### src/rtl/branch_resolver.sv
// branch_resolver: in-order resolution of 2-bit predictor predictions.
//
// Holds every issued prediction in a circular queue and, in order, compares
// each one against the direction that execute reports. Every resolve produces
// a one-cycle training strobe (result/taken) for the predictor. A wrong
// prediction pulses mispredict, drops all younger queued predictions and
// closes issue for one recovery cycle (the FLUSH state).
//
// Optional feature macro: BRANCH_RESOLVER_STATS_EN builds the saturating
// resolve/mispredict counters. Without it stat_total and stat_miss read 0.
//
// Ports:
//   clk, rst_n            rising-edge clock, asynchronous active-low reset
//   issue_valid/pred      new prediction from the predictor
//   issue_ready           queue can accept an issue (RUN and not full)
//   resolve_valid/taken   execute resolved the oldest outstanding branch
//   result, taken         registered training strobe and actual outcome
//   mispredict            registered one-cycle wrong-prediction pulse
//   outstanding           number of queued, unresolved predictions
//   resolve_err           sticky: resolve seen with an empty queue
//   stat_total, stat_miss resolve / mispredict counters (optional)

module branch_resolver #(
   parameter int unsigned AW = 2
) (
   input  logic          clk,
   input  logic          rst_n,
   input  logic          issue_valid,
   input  logic          issue_pred,
   output logic          issue_ready,
   input  logic          resolve_valid,
   input  logic          resolve_taken,
   output logic          result,
   output logic          taken,
   output logic          mispredict,
   output logic [AW:0]   outstanding,
   output logic          resolve_err,
   output logic [15:0]   stat_total,
   output logic [15:0]   stat_miss
);

   localparam int unsigned Depth = 2 ** AW;
   localparam logic [AW:0] DepthCnt = (AW + 1)'(Depth);

   typedef enum logic [0:0] {StRun, StFlush} state_e;

   state_e            state_q;
   logic [Depth-1:0]  pred_q;
   logic [AW-1:0]     wr_ptr_q;
   logic [AW-1:0]     rd_ptr_q;
   logic [AW:0]       count_q;

   logic issue_acc;
   logic res_acc;
   logic res_miss;

   // issue_ready looks only at the current state, never at a same-cycle resolve.
   assign issue_ready = (state_q == StRun) && (count_q < DepthCnt);
   assign issue_acc   = issue_valid && issue_ready;
   assign res_acc     = (state_q == StRun) && resolve_valid && (count_q != '0);
   assign res_miss    = res_acc && (pred_q[rd_ptr_q] != resolve_taken);

   assign outstanding = count_q;

   always_ff @(posedge clk or negedge rst_n) begin
      if (!rst_n) begin
         state_q     <= StRun;
         pred_q      <= '0;
         wr_ptr_q    <= '0;
         rd_ptr_q    <= '0;
         count_q     <= '0;
         result      <= 1'b0;
         taken       <= 1'b0;
         mispredict  <= 1'b0;
         resolve_err <= 1'b0;
      end else begin
         result     <= res_acc;
         taken      <= res_acc && resolve_taken;
         mispredict <= res_miss;

         if (state_q == StRun && resolve_valid && count_q == '0) begin
            resolve_err <= 1'b1;
         end

         // Writing the slot is harmless on a flush: the pointers are cleared.
         if (issue_acc) begin
            pred_q[wr_ptr_q] <= issue_pred;
         end

         if (res_miss) begin
            // Everything still queued is younger than the wrong branch.
            wr_ptr_q <= '0;
            rd_ptr_q <= '0;
            count_q  <= '0;
            state_q  <= StFlush;
         end else begin
            if (issue_acc) begin
               wr_ptr_q <= wr_ptr_q + 1'b1;
            end
            if (res_acc) begin
               rd_ptr_q <= rd_ptr_q + 1'b1;
            end
            count_q <= count_q + (AW + 1)'(issue_acc) - (AW + 1)'(res_acc);
            state_q <= StRun;
         end
      end
   end

`ifdef BRANCH_RESOLVER_STATS_EN
   logic [15:0] total_q;
   logic [15:0] miss_q;

   always_ff @(posedge clk or negedge rst_n) begin
      if (!rst_n) begin
         total_q <= '0;
         miss_q  <= '0;
      end else begin
         if (res_acc && total_q != 16'hFFFF) begin
            total_q <= total_q + 16'd1;
         end
         if (res_miss && miss_q != 16'hFFFF) begin
            miss_q <= miss_q + 16'd1;
         end
      end
   end

   assign stat_total = total_q;
   assign stat_miss  = miss_q;
`else
   assign stat_total = 16'h0000;
   assign stat_miss  = 16'h0000;
`endif

endmodule

### config.mk
export PLATFORM = sky130hd
export DESIGN_NAME = branch_resolver
export DESIGN_NICKNAME = d
export VERILOG_FILES = /design/src/rtl/branch_resolver.sv
export SDC_FILE = /design/constraint.sdc
export NUM_CORES = 1
export LEC_CHECK = 0
export ABC_AREA = 1
export CORE_AREA = 2 2 54 56
export DETAILED_ROUTE_END_ITERATION = 7
export DIE_AREA = 0 0 56 58
export PLACE_DENSITY = 0.77
export SLEW_MARGIN = 10
export SYNTH_ARGS = -nofsm -noshare
export SYNTH_HDL_FRONTEND = slang
export SYNTH_SLANG_ARGS = --single-unit
### constraint.sdc
create_clock -name clk -period 2.37 [get_ports clk]
set_input_delay 0.474 -clock clk [delete_from_list [all_inputs] [get_ports clk]]
set_output_delay 0.474 -clock clk [all_outputs]
set_load 0.01 [all_outputs]
==> impl_metrics.yaml, run 1 <==
place:
  gp_congestion: 0.732
  dp.final_hpwl_mm: 1.19
  dpl_worst_slack_ns: 0.0882
  dpl_cell_area_um2: 1120
  io_buffers: 13
final_layout:
  ff_latch_area_um2: 375
  multi_input_area_um2: 482
  fin_area_um2: 1140
  antenna_cells: 0
  fillers: 275
  final_common_cell: "conb_1"
  drive_above_1_share: 0.147
  layout_common_cells: "32 x conb_1, 24 x nand2_1, 19 x inv_1"
  final_core_util: 0.430
  nNetsFinal: 156
  area_delta_synth_final_pct: 7.53
timing:
  setup_violations: 0
  fmax_ghz: 0.505
  min_period_ns: 1.98
  final.setup_skew_ns: 0.00767
  finalCritPeriodShare: 0.836
  finalWorstSetupSlack_ns: 0.388
  final.setup.tns_ns: 0
  rsz0062_at_grt: "false"
  relSlewSlack: 0.552
  hold_viol: 0
  tightest_slew_ns: 0.670
  slew_viol_final: 0
grt:
  grt_overflow: 0
  grt_max_degree: 16
  antenna_found_initial: 0
  first_global_vias: 637
  grt_usage: 0.0986
  grt_pass1_wl_mm: 2.46
synthesis:
  yosysWarnings: 0
  synth_top_area_frac: 0.353
  syn_area_um2: 1060
  ys_seq_area_frac: 0.353
  yosys-top-cells-area: "dfrtp_1 35%, buf_4 23%, nand2_1 8.5%"
  syn_avg_cell_area_um2: 8.44
  netlist_instances: 126
  post-synth-top-area-cell: "dfrtp_1"
  synth.distinct_cells: 20
  synth_seq_cells: 15
worst_setup_path:
  r2r_slack_ns: 0.49
  crit_path_cell_trace: "clkdlybuf4s50_1 > inv_1 > nor2_2 > nand2_4 > xor2_1 > ha_1 > inv_1 > fa_1 > xnor2_1 > nand2_1 > inv_1"
  crit_path_max_fanout: 5
  critical_path.most_common_cell: "inv_1"
  end_kind: "flip-flop"
  required_ns: 2.60
  crit_slowest_cell: "clkdlybuf4s50_1"
  critPathLaunchType: "input port"
  path_buf_inv: 4
  cpPeakStageDelay_ns: 0.45
  path_delay_family: "buffers and inverters"
  critical_path_class: "input port to flip-flop"
  arrival_ns: 2.21
outcome:
  status: "finished, final reports clean"
clocking:
  path_clk_slew_ns: 0.10
  clock-root-buffer: "clkbuf_4"
  post_cts_buffers: 0
  clockBufferDepth: 2
  clk_latency_ns: 0.28
  cts_hold_buf: 0
  clock_sinks: 15
  cts_buffers: 3
  cts-resized-gates: 0
  cts_tree: "built"
  htreeDepth: 1
power_and_ir_drop:
  combPwrFrac: 0.541
  seqPwrFrac: 0.350
  p_total_w: 0.00134
  clkPwrFrac: 0.110
  p_per_area_nw_per_um2: 1170
  p_leak_nw: 0.650
  power.internal_w: 0.000760
  p_sw_w: 0.000578
  ir_worst_vdd_v: 0.000554
  swShare: 0.432
detailed_routing:
  via_per_inst: 3.78
  ant_nets: 0
  first_iter_violations: 6
  drc: 0
  vias: 657
  wirelength_mm: 1.45
  wl_per_cell_um: 8.32
  dr.pass1.iters: 2
floorplan:
  rows: 19
  io_pins: 46
  dieWidth_um: 56
  start_util: 0.399
  dieArea_um2: 3250
  core-area_um2: 2660
  die_h_um: 58
min_path:
  hp-class: "flip-flop to flip-flop"
run:
  maxCapViolCount: 0
[power by group through the flow]
stage | registers, W | clock network [W] | logic [W]
after floorplan | 0.000478 | 0 | 0.000543
after global placement | 0.000472 | 0 | 0.000716
after detailed placement | 0.000476 | 0 | 0.000731
after CTS | 0.000470 | 0.000153 | 0.000735
after global routing | 0.000482 | 0.000167 | 0.000850
final | 0.000468 | 0.000147 | 0.000723
[cell type report]
type	count	area share
multi-input cells	88	0.421
flip-flops and latches	15	0.328
repair buffers	14	0.120
inverters	22	0.0722
well taps	31	0.0339
clock buffers	3	0.0197
clock inverters	1	0.00438
[stage by stage]
stage	hold slack (ns)	cells
2_1_floorplan	0.178	157
3_3_place_gp	0.462	170
3_5_place_dp	0.460	170
4_1_cts	0.483	174
5_1_grt	0.499	174
6_report	0.474	174
[state kept, by name (all words and copies together) (netlist names)]
register	flops
pred_q	4
outstanding	3
rd_ptr_q	2
wr_ptr_q	2
mispredict	1
resolve_err	1
result	1
taken	1
[worst paths after layout]
check	cells after the start	start	to
setup reg to reg	10	outstanding[1]	outstanding[2]
hold reg to reg	1	resolve_err	resolve_err
max in group asynchronous	1	rst_n	wr_ptr_q[1]
hold / removal	1	resolve_err	resolve_err
setup / recovery	11	resolve_valid	outstanding[2]
min in group asynchronous	1	rst_n	result
[cell usage after synthesis, drive strengths merged]
cell	n
dfrtp	15
nor2	5
ha	5
xor2	2
nand2	29
xnor2	2
inv	22
nand3	6
a31o	1
o21ai	5
fa	1
buf	32
conb	1
[per-layer routing]
metal,global-route usage,up-vias,share of wire
met4,0.0612,0,0.019
met2,0.192,21,0.54
met1,0.0944,292,0.39
met5,0,-,0
met3,0.0201,2,0.053
li1,-,342,-
[kinds of logic after synthesis]
family	share of synthesized area
other cells	0.00353
xor+xnor	0.0329
flops	0.353
compound gates	0.0318
simple gates	0.198
buf+inv	0.304
fa+ha+maj	0.0776
Note: power is estimated with default switching activity, not from simulation.
==> run 2, diff against run 1 <==
CORE_AREA = 2 2 56 58   (was 2 2 54 56)
DIE_AREA = 0 0 58 60   (was 0 0 56 58)
PLACE_DENSITY = 0.75   (was 0.77)
clock period = 1.7 ns   (was 2.37 ns; I/O delays follow)
==> run 2 against run 1 <==
  * The flow now finishes with violations (setup timing)
  * Sequential power up 41%
  * Sequential share of layout area decreased by 3.1 points
  * Cell area up 12%
  * Total power up 58%
  * Largest power group unchanged
==> impl_metrics.yaml, run 2 (synthesis gave the netlist of run 1 again) <==
final_layout:
  final_common_cell: "conb_1"
  multi_input_area_um2: 499
  area_delta_synth_final_pct: 20.1
  regMostFlops: "pred_q"
  fin_area_um2: 1280
  antenna_cells: 0
  fillers: 294
  largest_register_ffs: 4
  layout_common_cells: "32 x conb_1, 24 x nand2_1, 17 x inv_1"
  nNetsFinal: 171
  ff_latch_area_um2: 379
  drive_above_1_share: 0.259
worst_setup_path:
  reg2reg_depth: 10
  required_ns: 1.88
  arrival_ns: 1.97
  reg2reg_to: "outstanding[1]"
  end_kind: "flip-flop"
  r2r_slack_ns: -0.1
  critPathLaunchType: "flip-flop"
  r2r-start: "outstanding[2]"
  crit_end: "outstanding[1]"
  cp-startpoint: "outstanding[2]"
  critical_path_class: "flip-flop to flip-flop"
  crit_path_max_fanout: 3
timing:
  rsz0062_at_grt: "true"
  slew_viol_final: 0
  finalCritPeriodShare: 1.06
  finalWorstSetupSlack_ns: -0.0977
  fmax_ghz: 0.556
  min_period_ns: 1.80
  final.setup_skew_ns: 0.00643
  hold_viol: 0
  setup_violations: 2
  worst_hold_slack_ns: 0.364
power_and_ir_drop:
  p_leak_nw: 0.733
  ir_worst_vdd_v: 0.000961
  p_per_area_nw_per_um2: 1650
grt:
  first_global_vias: 687
  grt_pass1_wl_mm: 2.82
  grt_overflow: 0
  grt_usage: 0.107
  grt_max_degree: 16
  antenna_found_initial: 0
detailed_routing:
  first_iter_violations: 14
  ant_nets: 0
  via_per_inst: 3.82
  wl_per_cell_um: 8.63
  dr.pass1.iters: 4
  wirelength_mm: 1.65
  drc: 0
  vias: 730
place:
  dpl_cell_area_um2: 1190
  gp_congestion: 0.720
  dp.final_hpwl_mm: 1.26
  io_buffers: 13
clocking:
  clockBufferDepth: 2
  htreeDepth: 1
  clock-root-buffer: "clkbuf_4"
  clock_sinks: 15
  cts_buffers: 3
  clk_latency_ns: 0.27
  cts_tree: "built"
  path_clk_slew_ns: 0.09
floorplan:
  rows: 20
  io_pins: 46
  die_h_um: 60
  start_util: 0.366
  dieArea_um2: 3480
  dieWidth_um: 58
  core-area_um2: 2900
run:
  maxCapViolCount: 0
min_path:
  hp-class: "input port to async pin"
outcome:
  violations: "setup timing"
  status: "finished with violations"
-- run 2: critical path, cell delays in order, from the launching register on --
cell and delay, ns:
dfrtp_2 0.46, nor2_4 0.11, nand2_2 0.08, nand2_4 0.07
xor2_1 0.15, ha_2 0.20, inv_2 0.04, fa_1 0.46
inv_1 0.04, nand2_1 0.06, inv_1 0.04
-- run 2: report_power, final --
part / internal, W / switching (W) / leakage, nW
clock network: 0.0000907 / 0.000107 / 0.0150
registers: 0.000521 / 0.000140 / 0.182
logic: 0.000620 / 0.000628 / 0.536
-- run 2: how the worst min path moves through the flow --
| stage | from | slack, ns | cells after the start | to |
|---|---|---|---|---|
| final | rst_n | 0.36 | 2 | resolve_err |
| after CTS | rst_n | 0.37 | 2 | resolve_err |
| after global routing | rst_n | 0.37 | 2 | resolve_err |
| after global placement | resolve_err | 0.45 | 1 | resolve_err |
| after floorplan | rst_n | 0.04 | 0 | mispredict |
| after detailed placement | resolve_err | 0.46 | 1 | resolve_err |
-- run 2: area by class of cell --
class                           count  share of cell area
Multi-Input combinational cell     88               0.391
Sequential cell                    15               0.297
Timing Repair Buffer               29               0.195
Inverter                           22              0.0646
Tap cell                           33              0.0323
Clock buffer                        4              0.0206
-- run 2: per-stage QoR --
step	power [W]	utilization	worst slack [ns]	setup TNS (ns)	std cells
floorplan	0.00144	-	-0.0595	-0.116	157
global placement	0.00180	0.409	-0.373	-0.739	180
detailed placement	0.00182	0.409	-0.401	-0.801	180
CTS	0.00210	0.437	-0.0646	-0.129	190
global route	0.00232	0.440	-0.204	-0.400	191
finish	0.00211	0.440	-0.0977	-0.183	191
-- run 2: timing repair --
action,4_1_cts,5_1_grt
gates resized for setup,8,2
endpoints found under the setup margin,3,3
buffers inserted,6,1
hold buffers,0,0
hold endpoints to repair,0,0
pin swaps,0,2
-- run 2: layer usage --
metal,global-route usage,vias up,part of all wire
met1,0.120,332,0.40
met5,0,-,0
met2,0.195,23,0.52
met3,0.0216,2,0.052
li1,-,373,-
met4,0.0498,0,0.020
==> run 3, diff against run 2 <==
CORE_AREA = 2 2 52 54   (was 2 2 56 58)
DIE_AREA = 0 0 54 56   (was 0 0 58 60)
PLACE_DENSITY = 0.82   (was 0.75)
clock period = 2.1 ns   (was 1.7 ns; I/O delays follow)
==> run 3 against run 2 <==
  * Worst setup slack better by 0.28 ns
  * Total power is 27% lower
  * Final cell count is 8.4% lower
  * Core utilization is 3.6 points higher
  * Routed wire length is 7.5% lower
  * Cell area is 9.4% lower
  * Clock power is 16% lower
  * Register-to-register slack better by 0.35 ns
  * Die area is 13% lower
  * Sequential cell count stayed put
  * Largest power group unchanged
  * The run now ends clean
  * Clock-buffer cell count is 1 lower
==> impl_metrics.yaml, run 3 (synthesis gave the netlist of run 1 again) <==
timing:
  slew_viol_final: 0
  final.setup_skew_ns: 0.00135
  hold_viol: 0
  finalCritPeriodShare: 0.911
  min_period_ns: 1.91
  rsz0062_at_grt: "false"
  relSlewSlack: 0.559
  setup_violations: 0
  tightest_slew_ns: 0.660
  fmax_ghz: 0.523
  final.setup.tns_ns: 0
worst_setup_path:
  critPathLaunchType: "input port"
  crit_slowest_cell: "clkdlybuf4s50_1"
  required_ns: 2.33
  critical_path.most_common_cell: "inv_1"
  arrival_ns: 2.15
  end_kind: "flip-flop"
  r2r_slack_ns: 0.25
  cpPeakStageDelay_ns: 0.46
  crit_path_cell_trace: "clkdlybuf4s50_1 > inv_1 > nor2_2 > nand2_4 > xor2_1 > ha_1 > inv_1 > fa_1 > xnor2_1 > nand2_1 > inv_1"
  reg2reg_depth: 10
  crit_path_max_fanout: 2
  critical_path_class: "input port to flip-flop"
detailed_routing:
  ant_nets: 0
  vias: 676
  first_iter_violations: 7
  wl_per_cell_um: 8.72
  drc: 0
  via_per_inst: 3.86
  dr.pass1.iters: 4
  wirelength_mm: 1.53
place:
  gp_congestion: 0.756
  io_buffers: 13
  dp.final_hpwl_mm: 1.26
  dpl_cell_area_um2: 1130
min_path:
  hp-class: "flip-flop to flip-flop"
  hold_depth: 1
final_layout:
  layout_common_cells: "32 x conb_1, 24 x nand2_1, 19 x inv_1"
  area_delta_synth_final_pct: 8.82
  fillers: 238
  drive_above_1_share: 0.159
  fin_area_um2: 1160
  antenna_cells: 0
  largest_register_ffs: 4
  regMostFlops: "pred_q"
  nNetsFinal: 158
  final_common_cell: "conb_1"
floorplan:
  core-area_um2: 2430
  io_pins: 46
  start_util: 0.437
  die_h_um: 56
  dieWidth_um: 54
  dieArea_um2: 3020
  rows: 18
power_and_ir_drop:
  ir_worst_vdd_v: 0.000731
  p_leak_nw: 0.659
  p_per_area_nw_per_um2: 1330
clocking:
  path_clk_slew_ns: 0.09
  clock_sinks: 15
  clk_latency_ns: 0.29
  post_cts_buffers: 0
  clockBufferDepth: 2
  cts-resized-gates: 0
  clock-root-buffer: "clkbuf_4"
  cts_tree: "built"
  htreeDepth: 1
  cts_buffers: 3
  cts_hold_buf: 0
grt:
  grt_max_degree: 16
  antenna_found_initial: 0
  grt_overflow: 0
  first_global_vias: 605
  grt_pass1_wl_mm: 2.48
  grt_usage: 0.113
run:
  maxCapViolCount: 0
outcome:
  status: "finished, final reports clean"
## run 3: final cells by class
type	instances	area (um^2)	share of cell area
inverters	22	82.6	0.0714
repair buffers	16	153	0.132
multi-input cells	88	482	0.416
flip-flops and latches	15	375	0.324
well taps	30	37.5	0.0324
clock buffers	3	22.5	0.0195
clock inverters	1	5.00	0.00432
## run 3: final timing paths
path	startpoint	end
worst min-delay path	resolve_err	resolve_err
worst min register to register	resolve_err	resolve_err
worst max-delay path	resolve_valid	outstanding[2]
worst max register to register	outstanding[1]	outstanding[2]
min in group asynchronous	rst_n	result
max in group asynchronous	rst_n	pred_q[1]
## run 3: metal layers
layer,vias up,part of all wire,GRT usage
li1,348,-,-
met1,305,0.37,0.114
met2,19,0.55,0.202
met3,4,0.055,0.0323
met4,0,0.019,0.0536
met5,-,0,0
## run 3: stage by stage
stage	setup slack (ns)	hold slack, ns	cells	util	total power, W
after global routing	0.0490	0.503	175	0.476	0.00171
after CTS	0.166	0.484	175	0.476	0.00156
after floorplan	0.320	0.124	157	-	0.00115
final	0.187	0.478	175	0.476	0.00154
after global placement	-0.0626	0.452	171	0.465	0.00135
after detailed placement	-0.122	0.463	171	0.465	0.00139
## run 3: power by group
part,leakage (nW),switching (W),internal (W)
Combinational,0.456,0.000452,0.000390
Sequential,0.186,0.000115,0.000417
Clock,0.0177,0.0000958,0.0000708
Total,0.659,0.000663,0.000878
## run 3: worst max-delay path, delay by kind of cell
family,cells,cell delay [ns]
AND/OR/NAND/NOR,3,0.29
XOR/XNOR,2,0.31
buffers and inverters,4,0.60
adder cells (fa/ha/maj),2,0.53
